<file path="config.mk">
export PLATFORM = sky130hd
export DESIGN_NAME = ralu_arbiter
export DESIGN_NICKNAME = d
export VERILOG_FILES = /design/src/rtl/ralu_pkg.sv /design/src/rtl/rr_pick.sv /design/src/rtl/ralu_arbiter.sv
export SDC_FILE = /design/constraint.sdc
export NUM_CORES = 1
export LEC_CHECK = 0
export ABC_AREA = 1
export BUFFER_PORTS_ARGS = -buffer_cell sky130_fd_sc_hd__buf_2
export CORE_MARGIN = 4
export CORE_UTILIZATION = 40
export CTS_CLUSTER_SIZE = 14
export DETAILED_ROUTE_END_ITERATION = 8
export PLACE_DENSITY_LB_ADDON = 0.1
export SLEW_MARGIN = 20
export SYNTH_ARGS = -nofsm -noshare
export SYNTH_HDL_FRONTEND = slang
export SYNTH_SLANG_ARGS = --single-unit
</file>
<file path="constraint.sdc">
create_clock -name clock -period 1.8 [get_ports clock]
set_clock_uncertainty 0.05 [all_clocks]
set_input_delay 0 -clock clock [delete_from_list [all_inputs] [get_ports clock]]
set_output_delay 0 -clock clock [all_outputs]
set_load 0.05 [all_outputs]
</file>
<file path="src/rtl/ralu_pkg.sv">
// -----------------------------------------------------------------------------
// ralu_pkg
// Shared definitions for the RALU arbiter slice: datapath widths, the NOP
// control word, control-word field offsets and the arbiter state encoding.
//
// Control word layout (CW_W = 17):
//   S[16:13] M[12] Pin[11] ISR[10] ISL[9] A[8] wr[7] adr[6:4] v[3:0]
// -----------------------------------------------------------------------------
package ralu_pkg;

    localparam int CW_W = 17;
    localparam int D_W  = 4;

    // All-zero word: no write, no shift, nothing latched in the RALU.
    localparam logic [CW_W-1:0] CW_NOP = '0;

    // Control-word field offsets.
    localparam int CW_S_LSB   = 13;
    localparam int CW_M_BIT   = 12;
    localparam int CW_PIN_BIT = 11;
    localparam int CW_ISR_BIT = 10;
    localparam int CW_ISL_BIT = 9;
    localparam int CW_A_BIT   = 8;
    localparam int CW_WR_BIT  = 7;
    localparam int CW_ADR_LSB = 4;
    localparam int CW_V_LSB   = 0;

    // Idle-timeout: the grant is revoked on the 15th consecutive idle cycle,
    // i.e. when the counter already holds 14 and another idle cycle arrives.
    localparam logic [3:0] IDLE_REVOKE_AT = 4'd14;

    typedef enum logic {
        ARB_IDLE  = 1'b0,
        ARB_BURST = 1'b1
    } arb_state_e;

endpackage

</file>
<file path="src/rtl/rr_pick.sv">
// -----------------------------------------------------------------------------
// rr_pick
// Combinational round-robin priority encoder. Searches req_i starting at
// ptr_i and wrapping modulo N; returns the first hit as one-hot and index.
//
// Ports:
//   req_i     N      request vector
//   ptr_i     IDX_W  search start position (0..N-1)
//   onehot_o  N      one-hot winner (zero when no request)
//   idx_o     IDX_W  winner index (zero when no request)
//   any_o     1      at least one request present
// -----------------------------------------------------------------------------
module rr_pick #(
    parameter int N     = 4,
    parameter int IDX_W = $clog2(N)
) (
    input  logic [N-1:0]     req_i,
    input  logic [IDX_W-1:0] ptr_i,
    output logic [N-1:0]     onehot_o,
    output logic [IDX_W-1:0] idx_o,
    output logic             any_o
);

    logic [IDX_W-1:0] cand;
    logic             found;

    // NOTE: every output of a combinational block gets a default before any
    // conditional assignment, otherwise the tool infers a latch to hold it.
    always_comb begin
        onehot_o = '0;
        idx_o    = '0;
        found    = 1'b0;
        cand     = '0;
        for (int i = 0; i < N; i++) begin
            cand = IDX_W'((int'(ptr_i) + i) % N);
            if (!found && req_i[cand]) begin
                found           = 1'b1;
                idx_o           = cand;
                onehot_o[cand]  = 1'b1;
            end
        end
        any_o = found;
    end

endmodule

</file>
<file path="src/rtl/ralu_arbiter.sv">
// -----------------------------------------------------------------------------
// ralu_arbiter
// Round-robin arbiter sharing one RALU between N_REQ microprogram requesters.
// A winner owns the RALU for a locked burst of control words ending with a
// `last` beat. Each beat is registered onto ralu_cw; one cycle later the RALU
// result is captured and returned to the beat's owner with a one-cycle strobe.
//
// Optional feature (macro RALU_ARB_TIMEOUT_EN): revoke a grant after 15
// consecutive idle burst cycles. Without the macro a grant is held until last.
//
// Ports:
//   clock      in   rising-edge clock
//   reset      in   synchronous active-high reset
//   req        in   per-requester burst request / beat valid
//   last       in   final beat of the burst (qualified by req)
//   cw         in   packed control words, requester k at [k*CW_W +: CW_W]
//   gnt        out  one-hot ownership (registered)
//   ralu_cw    out  control bus to the RALU (registered, NOP when idle)
//   ralu_r     in   RALU result
//   ralu_pout  in   RALU carry out
//   rsp_valid  out  one-hot response strobe
//   rsp_data   out  captured result
//   rsp_carry  out  captured carry
//   rsp_zero   out  captured result == 0
//   busy       out  a grant is held
// -----------------------------------------------------------------------------
module ralu_arbiter
    import ralu_pkg::*;
#(
    parameter int N_REQ = 4
) (
    input  logic                  clock,
    input  logic                  reset,
    input  logic [N_REQ-1:0]      req,
    input  logic [N_REQ-1:0]      last,
    input  logic [N_REQ*CW_W-1:0] cw,
    output logic [N_REQ-1:0]      gnt,
    output logic [CW_W-1:0]       ralu_cw,
    input  logic [D_W-1:0]        ralu_r,
    input  logic                  ralu_pout,
    output logic [N_REQ-1:0]      rsp_valid,
    output logic [D_W-1:0]        rsp_data,
    output logic                  rsp_carry,
    output logic                  rsp_zero,
    output logic                  busy
);

    localparam int IDX_W = $clog2(N_REQ);

    arb_state_e       state_q, state_d;
    logic [IDX_W-1:0] ptr_q, ptr_d;
    logic [IDX_W-1:0] owner_q, owner_d;
    logic [N_REQ-1:0] gnt_q, gnt_d;
    logic [CW_W-1:0]  cw_q, cw_d;

    // Beat currently on ralu_cw, tagged with its owner so the response can
    // still be routed after the grant has dropped.
    logic             beat_vld_q, beat_vld_d;
    logic [IDX_W-1:0] beat_tag_q, beat_tag_d;

    logic [N_REQ-1:0] rsp_valid_q, rsp_valid_d;
    logic [D_W-1:0]   rsp_data_q, rsp_data_d;
    logic             rsp_carry_q, rsp_carry_d;
    logic             rsp_zero_q, rsp_zero_d;

`ifdef RALU_ARB_TIMEOUT_EN
    logic [3:0]       idle_cnt_q, idle_cnt_d;
`endif

    logic [N_REQ-1:0] pick_onehot;
    logic [IDX_W-1:0] pick_idx;
    logic             pick_any;
    logic [CW_W-1:0]  cw_arr [N_REQ];
    logic             beat;

    for (genvar k = 0; k < N_REQ; k++) begin : g_cw
        assign cw_arr[k] = cw[k*CW_W +: CW_W];
    end

    rr_pick #(
        .N     (N_REQ),
        .IDX_W (IDX_W)
    ) u_rr_pick (
        .req_i    (req),
        .ptr_i    (ptr_q),
        .onehot_o (pick_onehot),
        .idx_o    (pick_idx),
        .any_o    (pick_any)
    );

    // A beat is the owner's req during a burst; other requesters are ignored.
    assign beat = (state_q == ARB_BURST) && req[owner_q];

    always_comb begin
        state_d    = state_q;
        ptr_d      = ptr_q;
        owner_d    = owner_q;
        gnt_d      = gnt_q;
        cw_d       = CW_NOP;
        beat_vld_d = 1'b0;
        beat_tag_d = owner_q;
`ifdef RALU_ARB_TIMEOUT_EN
        idle_cnt_d = idle_cnt_q;
`endif

        case (state_q)
            ARB_IDLE: begin
                if (pick_any) begin
                    state_d = ARB_BURST;
                    gnt_d   = pick_onehot;
                    owner_d = pick_idx;
                    ptr_d   = (pick_idx == IDX_W'(N_REQ - 1)) ? '0 : pick_idx + IDX_W'(1);
`ifdef RALU_ARB_TIMEOUT_EN
                    idle_cnt_d = '0;
`endif
                end
            end
            ARB_BURST: begin
                if (beat) begin
                    cw_d       = cw_arr[owner_q];
                    beat_vld_d = 1'b1;
`ifdef RALU_ARB_TIMEOUT_EN
                    idle_cnt_d = '0;
`endif
                    if (last[owner_q]) begin
                        state_d = ARB_IDLE;
                        gnt_d   = '0;
                    end
                end else begin
`ifdef RALU_ARB_TIMEOUT_EN
                    // Revocation keeps the pointer, which already moved past
                    // the owner at grant time.
                    if (idle_cnt_q == IDLE_REVOKE_AT) begin
                        state_d    = ARB_IDLE;
                        gnt_d      = '0;
                        idle_cnt_d = '0;
                    end else begin
                        idle_cnt_d = idle_cnt_q + 4'd1;
                    end
`endif
                end
            end
            default: state_d = ARB_IDLE;
        endcase

        // Response stage: sample the RALU one cycle after the beat was driven.
        rsp_valid_d = '0;
        rsp_data_d  = rsp_data_q;
        rsp_carry_d = rsp_carry_q;
        rsp_zero_d  = rsp_zero_q;
        if (beat_vld_q) begin
            rsp_valid_d[beat_tag_q] = 1'b1;
            rsp_data_d              = ralu_r;
            rsp_carry_d             = ralu_pout;
            rsp_zero_d              = ~|ralu_r;
        end
    end

    // NOTE: state registers use non-blocking assignments so every flop samples
    // the pre-edge value of every other flop, independent of statement order.
    always_ff @(posedge clock) begin
        if (reset) begin
            state_q     <= ARB_IDLE;
            ptr_q       <= '0;
            owner_q     <= '0;
            gnt_q       <= '0;
            cw_q        <= CW_NOP;
            beat_vld_q  <= 1'b0;
            beat_tag_q  <= '0;
            rsp_valid_q <= '0;
            rsp_data_q  <= '0;
            rsp_carry_q <= 1'b0;
            rsp_zero_q  <= 1'b0;
`ifdef RALU_ARB_TIMEOUT_EN
            idle_cnt_q  <= '0;
`endif
        end else begin
            state_q     <= state_d;
            ptr_q       <= ptr_d;
            owner_q     <= owner_d;
            gnt_q       <= gnt_d;
            cw_q        <= cw_d;
            beat_vld_q  <= beat_vld_d;
            beat_tag_q  <= beat_tag_d;
            rsp_valid_q <= rsp_valid_d;
            rsp_data_q  <= rsp_data_d;
            rsp_carry_q <= rsp_carry_d;
            rsp_zero_q  <= rsp_zero_d;
`ifdef RALU_ARB_TIMEOUT_EN
            idle_cnt_q  <= idle_cnt_d;
`endif
        end
    end

    assign gnt       = gnt_q;
    assign ralu_cw   = cw_q;
    assign rsp_valid = rsp_valid_q;
    assign rsp_data  = rsp_data_q;
    assign rsp_carry = rsp_carry_q;
    assign rsp_zero  = rsp_zero_q;
    assign busy      = (state_q == ARB_BURST);

endmodule

</file>
==> results of run 1 <==
[flip-flops by register name, indices dropped and copies added (netlist names), named ones only]
name and count:
busy 1, beat_tag_q 2, ptr_q 1, rsp_carry 1
beat_vld_q 1, gnt 4, rsp_zero 1, beat_tag_d 2
rsp_data 4, rsp_valid 4, ralu_cw 17
[through the flow]
stage	TNS [ns]	util
2_1_floorplan	0	-
3_3_place_gp	0	0.5531
3_5_place_dp	0	0.5531
4_1_cts	0	0.6498
5_1_grt	-0.05915	0.6680
6_report	0	0.6680
[routing by layer]
layer  up-vias  routed length (µm)  part of all wire  GRT usage
li1       1412                   -                 -          -
met1      1220                2871              0.40     0.2408
met2       108                3583              0.50     0.3716
met3         7                 569             0.080    0.05592
met4         0                  79             0.011    0.05482
met5         -                   0                 0          0
[critical path, stage by stage (launching register included)]
cell and delay, ns:
dfxtp_2 0.36, inv_4 0.04, ha_4 0.29, inv_2 0.05, nand2_2 0.06, nand2_2 0.06
nor2_4 0.14, nand2_1 0.08, nor2_1 0.15, inv_1 0.06, nand2_1 0.08, nor2_2 0.05
nor2_1 0.09, nor2_1 0.05
[Yosys cell counts, drive strengths merged]
cell    number  area (µm²)
ha           8       100.1
nor2        86       332.8
inv         25       96.35
a21oi       31       155.2
nor3         4       20.02
clkinv       1       3.750
nand4        2       12.51
o22ai        1       6.260
and2         1       8.760
a22oi        4       30.03
a21boi       1       7.510
buf          6       27.53
clkbuf       9       33.78
nand3       20       115.1
dfxtp       39       780.8
nand2       53       234.0
o21ai       45       225.2
[area by class of cell]
| type | instances | area, µm² | area share |
|---|---|---|---|
| clock buffers | 5 | 68.82 | 0.01979 |
| clock inverters | 3 | 43.79 | 0.01259 |
| inverters | 26 | 100.1 | 0.02879 |
| multi-input cells | 256 | 1309 | 0.3764 |
| flip-flops and latches | 39 | 783.3 | 0.2253 |
| well taps | 70 | 87.58 | 0.02519 |
| repair buffers | 169 | 1085 | 0.3120 |
[power groups by stage]
stage | Clock, mW | Combinational [mW] | Sequential (mW)
2_1_floorplan | 0 | 1.78 | 1.54
3_3_place_gp | 0 | 2.86 | 1.14
3_5_place_dp | 0 | 2.90 | 1.14
4_1_cts | 0.756 | 2.98 | 1.12
5_1_grt | 0.789 | 3.65 | 1.15
6_report | 0.746 | 3.30 | 1.12
[worst paths after layout]
kind / from / endpoint / cells after the start
max: flop / ptr_q[1] / 13
min: cw[33] / ralu_cw[16] / 3
max reg2reg: flop / ptr_q[1] / 13
min reg2reg: beat_tag_q[1] / rsp_valid[0] / 1
[what timing repair did]
action / in CTS / in global routing
endpoints found under the setup margin: 0 / 9
hold buffers: 39 / 0
buffers inserted: 0 / 4
gates resized for setup: 0 / 21
hold endpoints to repair: 30 / 0
[cell families (layout without fill, tap and decap cells)]
logic type / Yosys count / count (layout)
AOI/OAI and AO/OA: 82 / 82
adders and majority gates: 8 / 8
buffers and inverters: 41 / 203
DFF: 39 / 39
and+or+nand+nor: 166 / 166
==> results.toml, run 1 <==
[global_routing]
grt_usage = 0.2070
overflow = 0
grt_pass1_wl_mm = 11.05
antenna_found_initial = 0
grt_max_degree = 32
grt_pass1_vias = 2583

[synthesis]
synth_xor_area_frac = 0
seq_area_frac_synth = 0.3566
syn_inst = 336
yosys.area_share.simple = 0.3303
synth_top_family_by_area = "simple AND/OR/NAND/NOR gates"
syn_avg_cell_area_um2 = 6.517
synthAdderAreaFrac = 0.04571
synth.net_count = 427
yosysWarningCount = 0
syn-cell-area_um2 = 2190
ys_seq_elements = 39
synth.area.mux_share = 0
synthDistinctLibCells = 24
synth_compound_area_frac = 0.1937

[power]
p_sw_mw = 2.559
power_frac_clock = 0.144
seq_power_share = 0.217
swShare = 0.4947
power_density_nw_per_um2 = 1488
power_leakage_nw = 1.760
comb_power_share = 0.639
intPower_mw = 2.614
max-vdd-ir-drop_mv = 0.7759
power_mw = 5.172

[clock_network]
cts_tree = "done"
cts_root_buffer = "clkbuf_8"
clkLatencyLatePin_ns = 0.29
cts_buffers = 5
clkTransAtPathRegs_ns = 0.09
htreeDepth = 2
cts.path.max_buffers = 2
clock-sinks = 39

[finish]
drive_gt1_frac = 0.3494
final_cell_mix = "buf_2, nor2_1, o21ai_0"
final_common_cell = "buf_2"
fin_cells = 568
syn_to_final_growth_pct = 58.80
num-nets-final = 588
stdcell_area_um2 = 3477
nFillCells = 449
diodes = 0

[sta]
period_needed_ns = 1.702
tightestPinTransition_ns = 0.4131
holdWs_ns = 0.02576
fmax_ghz = 0.5876
slew_headroom = 0.7236
setup_violations = 0
fin_ws_ns = 0.09819
hold_violations = 0
rsz0062_at_grt = "true"
slew_violations = 0
post-route-period-util = 0.9455

[critical_path]
required_ns = 1.94
r2r_slack_ns = 0.1
critPathLaunchType = "flop"
critPathKind = "flop to flop"
path_max_fanout = 4
cp.arrival_ns = 1.84
crit_path_end_kind = "flop"

[floorplanning]
io_pins = 115
num_rows = 26
dieWidth_um = 81.99
die_h_um = 81.99
die_area_um2 = 6722
start_util = 0.4207
core_um2 = 5205

[detailed_routing]
routed_via_density = 4.836
drcViolationCount = 0
drt-pass1-iter-count = 4
drt_iter0_drc = 91
totalWireLength_mm = 7.104
avgRoutedWirePerCell_um = 12.51
ant_nets = 0
num_vias = 2747

[placement]
place_ws_ns = 0.03021
dp_cells = 517
place_area_um2 = 2879
io_buffers = 114
hpwl_mm = 4.900
gp_congestion = 0.8322

[worst_hold_path]
min_path_type = "primary input to flop"

[run_status]
outcome = "finished clean"

[flow_run]
max-cap-violations = 0
No activity file was read; power rests on OpenSTA's default activity.
==> run 2, diff against run 1 <==
- GPL_TIMING_DRIVEN: default -> 0
- SYNTH_HIERARCHICAL: default -> 1
==> run 2 against run 1 <==
The run now ends with setup timing left; first-iteration DRC count up 12%; largest cell class unchanged; fmax fell by 10%; routed wire length is 10% higher; critical endpoint is now ptr_q[0]; final cell count rose by 6.0%; sequential share of layout area shrank 1.5 points.
==> results.toml, run 2 <==
[run_status]
violations = "setup timing"
outcome = "finished with violations"

[finish]
syn_to_final_growth_pct = 60.85
drive_gt1_frac = 0.3717
final_common_cell = "buf_2"
fin_cells = 602
num-nets-final = 618
stdcell_area_um2 = 3747
final_cell_mix = "buf_2, nor2_1, dlygate4sd3_1"
diodes = 0
largest_register_ffs = 17

[global_routing]
grt_pass1_wl_mm = 12.80
grt_usage = 0.2191
antenna_found_initial = 0
overflow = 0
grt_max_degree = 14
grt_pass1_vias = 2818

[sta]
fin_ws_ns = -0.09084
period_needed_ns = 1.891
fmax_ghz = 0.5289
setup_violations = 8
post-route-period-util = 1.050
slew_violations = 0
tightestPinTransition_ns = 0.5111
rsz0062_at_grt = "true"
fin_setup_tns_ns = -0.5215
slew_headroom = 0.6593
holdWs_ns = 0.03765
hold_violations = 0

[synthesis]
ys_dominant_reg_cell = "dfxtp_1"
syn_inst = 354
synth.net_count = 443
ys_seq_elements = 39
synth.top_cells.by_count = "nor2_1, o21ai_0, dfxtp_1, inv_1, nand2_1"
synthDistinctLibCells = 23
yosysWarningCount = 6
synth_top_area_frac = 0.3351
synth_area_leader_cell = "dfxtp_1"
syn-cell-area_um2 = 2330
async_flop_share = 0
syn_avg_cell_area_um2 = 6.581
yosysMostFrequentCell = "nor2_1"
yosys-top-cells-area = "dfxtp_1, nor2_1, o21ai_0"
synth_edf_count = 0
seq_area_frac_synth = 0.3351

[detailed_routing]
routed_via_density = 4.847
drt_iter0_drc = 102
avgRoutedWirePerCell_um = 13.03
ant_nets = 0
drt-pass1-iter-count = 4
num_vias = 2918
totalWireLength_mm = 7.843
drcViolationCount = 0

[placement]
io_buffers = 114
gp_congestion = 0.8773
hpwl_mm = 5.331
dp_cells = 540
place_area_um2 = 3018
place_ws_ns = -0.2239

[critical_path]
path_max_fanout = 6
critPathKind = "flop to flop"
critPathLaunchType = "flop"
cp.arrival_ns = 2.03
required_ns = 1.94
crit_path_end_kind = "flop"

[power]
power_frac_clock = 0.128
max-vdd-ir-drop_mv = 0.9885
p_sw_mw = 2.941
intPower_mw = 2.859
power_density_nw_per_um2 = 1548
comb_power_share = 0.665
power_leakage_nw = 1.887
seq_power_share = 0.207
swShare = 0.5071

[clock_network]
cts_tree = "done"
clkLatencyLatePin_ns = 0.29
clkTransAtPathRegs_ns = 0.08
htreeDepth = 2
clock-sinks = 39
cts_buffers = 5
cts.path.max_buffers = 2
cts_root_buffer = "clkbuf_8"

[floorplanning]
start_util = 0.4180
num_rows = 27
io_pins = 115
dieWidth_um = 84.32
core_um2 = 5574
die_h_um = 84.32
die_area_um2 = 7109

[worst_hold_path]
min_path_type = "primary input to flop"

[flow_run]
max-cap-violations = 0
-- run 2: metal layers --
layer / vias to the layer above / routed length [µm] / GRT usage
met5: - / 0 / 0
met1: 1307 / 3352 / 0.2578
li1: 1497 / - / -
met4: 0 / 132 / 0.06871
met3: 14 / 545 / 0.05496
met2: 100 / 3812 / 0.3888
-- run 2: timing repair --
item	CTS	global route
gates resized for setup	26	7
buffers inserted	11	1
setup endpoints to repair	9	9
hold buffers	41	0
hold endpoints to repair	26	0
cloned	1	0
pin swaps	9	7
-- run 2: worst max-delay path, stage by stage (launching register included) --
cell,delay (ns)
dfxtp_4,0.41
inv_8,0.05
ha_4,0.30
inv_4,0.05
nand2_2,0.05
nand2_2,0.06
nor2_4,0.11
buf_6,0.12
nand4_1,0.10
nand3_2,0.13
ha_4,0.13
o21ai_1,0.05
o21ai_1,0.10
nor2_1,0.06
-- run 2: cell families (layout without fill, tap and decap cells) --
| group | Yosys count | after routing | synth area share |
|---|---|---|---|
| AOI/OAI and AO/OA | 77 | 77 | 0.1890 |
| adders and majority gates | 6 | 6 | 0.03222 |
| buffers and inverters | 53 | 229 | 0.09828 |
| DFF | 39 | 39 | 0.3351 |
| and+or+nand+nor | 179 | 179 | 0.3453 |
-- run 2: path summary, 6_finish.rpt --
| kind | start | end | slack, ns | depth (start not counted) |
|---|---|---|---|---|
| max | ptr_q[0] | ptr_q[0] | -0.09 | 13 |
| min | cw[44] | ralu_cw[10] | 0.04 | 5 |
| max reg2reg | ptr_q[0] | ptr_q[0] | -0.09 | 13 |
| min reg2reg | beat_tag_q[1] | rsp_valid[0] | 0.40 | 1 |
-- run 2: cell type report --
cell class | instances | area (µm²)
clock inverter | 3 | 43.79
inverter | 37 | 151.4
clock buffer | 5 | 68.82
fill | 495 | 1827
timing repair inverter | 1 | 7.507
multi-input combinational | 262 | 1433
sequential | 39 | 788.3
tap | 72 | 90.09
buffer | 16 | 90.09
timing repair buffer | 167 | 1075
-- run 2: stage by stage --
stage               total power [mW]  utilization
floorplan                      3.744            -
CTS                            5.694       0.6646
global placement               4.455       0.5414
detailed placement             4.478       0.5414
finish                         5.799       0.6723
global route                   6.301       0.6723
-- run 2: power by group through the flow --
stage / clock [mW] / combinational, mW / sequential (mW)
after floorplan: 0 / 2.03 / 1.72
after global placement: 0 / 3.22 / 1.24
after global routing: 0.803 / 4.27 / 1.22
after CTS: 0.761 / 3.73 / 1.20
after detailed placement: 0 / 3.23 / 1.24
final: 0.745 / 3.86 / 1.20
==> run 3, diff against run 2 <==
- CTS_BUF_LIST: default -> sky130_fd_sc_hd__clkbuf_4
- SYNTH_HIERARCHICAL: 1 -> default
==> run 3 against run 2 <==
The run now ends clean; total power fell by 11%; highest routed layer unchanged; final cell count rose by 0.83%; non-clock buffer count rose by 23; register-to-register slack improved by 0.10 ns; routed wire length rose by 16%; worst hold slack improved by 0.046 ns; setup slack improved by 0.10 ns; sequential power fell by 6%.
==> results.toml, run 3 (same netlist as run 1, synthesis figures left out) <==
[floorplanning]
io_pins = 115
die_h_um = 81.99
core_um2 = 5205
num_rows = 26
start_util = 0.4207
dieWidth_um = 81.99
die_area_um2 = 6722

[detailed_routing]
num_vias = 3173
routed_via_density = 5.227
drt_iter0_drc = 245
avgRoutedWirePerCell_um = 14.95
totalWireLength_mm = 9.076
drt-pass1-iter-count = 5
drcViolationCount = 0
ant_nets = 0

[global_routing]
grt_util_met3 = 0.08443
globalRouteMet1Util = 0.3140
grt_pass1_wl_mm = 14.39
grt_pass1_vias = 3205
top_usage_layer = "met2"
grt_usage = 0.2753
grt_max_degree = 14
antenna_found_initial = 0
overflow = 0
grt_util_met2 = 0.4451

[sta]
post-route-period-util = 0.9940
hold_violations = 0
fin_ws_ns = 0.01083
fmax_ghz = 0.5589
setup_violations = 0
slew_headroom = 0.6346
holdWs_ns = 0.08402
slew_violations = 0
period_needed_ns = 1.789
rsz0062_at_grt = "true"
tightestPinTransition_ns = 0.5463

[power]
seq_power_share = 0.219
comb_power_share = 0.662
max-vdd-ir-drop_mv = 1.102
power_frac_clock = 0.118
intPower_mw = 2.474
swShare = 0.5210
power_mw = 5.165
power_leakage_nw = 1.870
p_sw_mw = 2.691
power_density_nw_per_um2 = 1369

[clock_network]
clkTransAtPathRegs_ns = 0.12
cts.path.max_buffers = 2
cts_buffers = 5
htreeDepth = 2
clkLatencyLatePin_ns = 0.34
cts_tree = "done"
cts_root_buffer = "clkbuf_4"
clock-sinks = 39

[finish]
stdcell_area_um2 = 3772
largest_register_ffs = 17
fin_cells = 607
final_cell_mix = "buf_2, nor2_1, dlygate4sd3_1"
multi_input_area_um2 = 1299
seqCellArea_um2 = 789.5
final_common_cell = "buf_2"
drive_gt1_frac = 0.3196
nFillCells = 421
syn_to_final_growth_pct = 72.29
num-nets-final = 625

[critical_path]
required_ns = 2.00
r2r_slack_ns = 0.01
critPathKind = "flop to flop"
crit_path_end_kind = "flop"
path_max_fanout = 5
critPathLaunchType = "flop"
cp.arrival_ns = 1.99

[flow_run]
max-cap-violations = 0

[run_status]
outcome = "finished clean"

[placement]
place_area_um2 = 2845
dp_cells = 519
hpwl_mm = 4.934
gp_congestion = 0.8414
place_ws_ns = -0.2414
io_buffers = 113

[worst_hold_path]
min_path_type = "primary input to flop"
==> run 3: per-layer routing <==
layer,wire length (µm),vias up
met4,520,0
li1,-,1490
met3,924,70
met2,4283,222
met1,3347,1391
met5,0,-
==> run 3: worst max-delay path, cell delays in order, from the launching register on <==
cell        delay (ns)
dfxtp_4           0.38
clkinvlp_4        0.10
ha_4              0.30
inv_4             0.04
nand2_2           0.06
nand2_2           0.05
nor2_4            0.16
nand2_1           0.10
nor2_2            0.14
inv_1             0.05
nand2_1           0.07
nor2_2            0.04
nor2_1            0.10
nor2_1            0.04
==> run 3: what timing repair did <==
action | CTS | global route
pin swaps | 0 | 9
hold buffers | 71 | 0
endpoints found under the setup margin | 8 | 20
gates resized for setup | 6 | 22
setup buffers | 3 | 5
hold endpoints to repair | 25 | 0
==> run 3: path summary, 6_finish.rpt <==
check | from | cells past startpoint | to
setup / recovery | ptr_q[1] | 13 | ptr_q[1]
hold / removal | cw[49] | 5 | ralu_cw[15]
setup reg to reg | ptr_q[1] | 13 | ptr_q[1]
hold reg to reg | beat_tag_q[0] | 1 | rsp_valid[2]
==> run 3: stage by stage <==
stage               utilization  setup TNS, ns
detailed placement       0.5466         -1.498
global placement         0.5466         -1.357
CTS                      0.7082              0
floorplan                     -              0
global route             0.7238        -0.5160
finish                   0.7248              0
==> run 3: area by class of cell <==
class                           instances  area share
Antenna cell                            2    0.001327
Clock inverter                          3     0.01161
Inverter                               26     0.02919
Multi-Input combinational cell        256      0.3443
Tap cell                               70     0.02322
Clock buffer                            5    0.009950
Buffer                                 14     0.01692
Timing Repair Buffer                  192      0.3542
Sequential cell                        39      0.2093
==> run 3: power groups by stage <==
| stage | Clock, mW | Sequential [mW] | Combinational (mW) |
|---|---|---|---|
| 6_report | 0.610 | 1.13 | 3.42 |
| 5_1_grt | 0.661 | 1.16 | 3.74 |
| 4_1_cts | 0.622 | 1.13 | 3.07 |
| 3_5_place_dp | 0 | 1.17 | 2.81 |
| 3_3_place_gp | 0 | 1.17 | 2.78 |
| 2_1_floorplan | 0 | 1.54 | 1.78 |
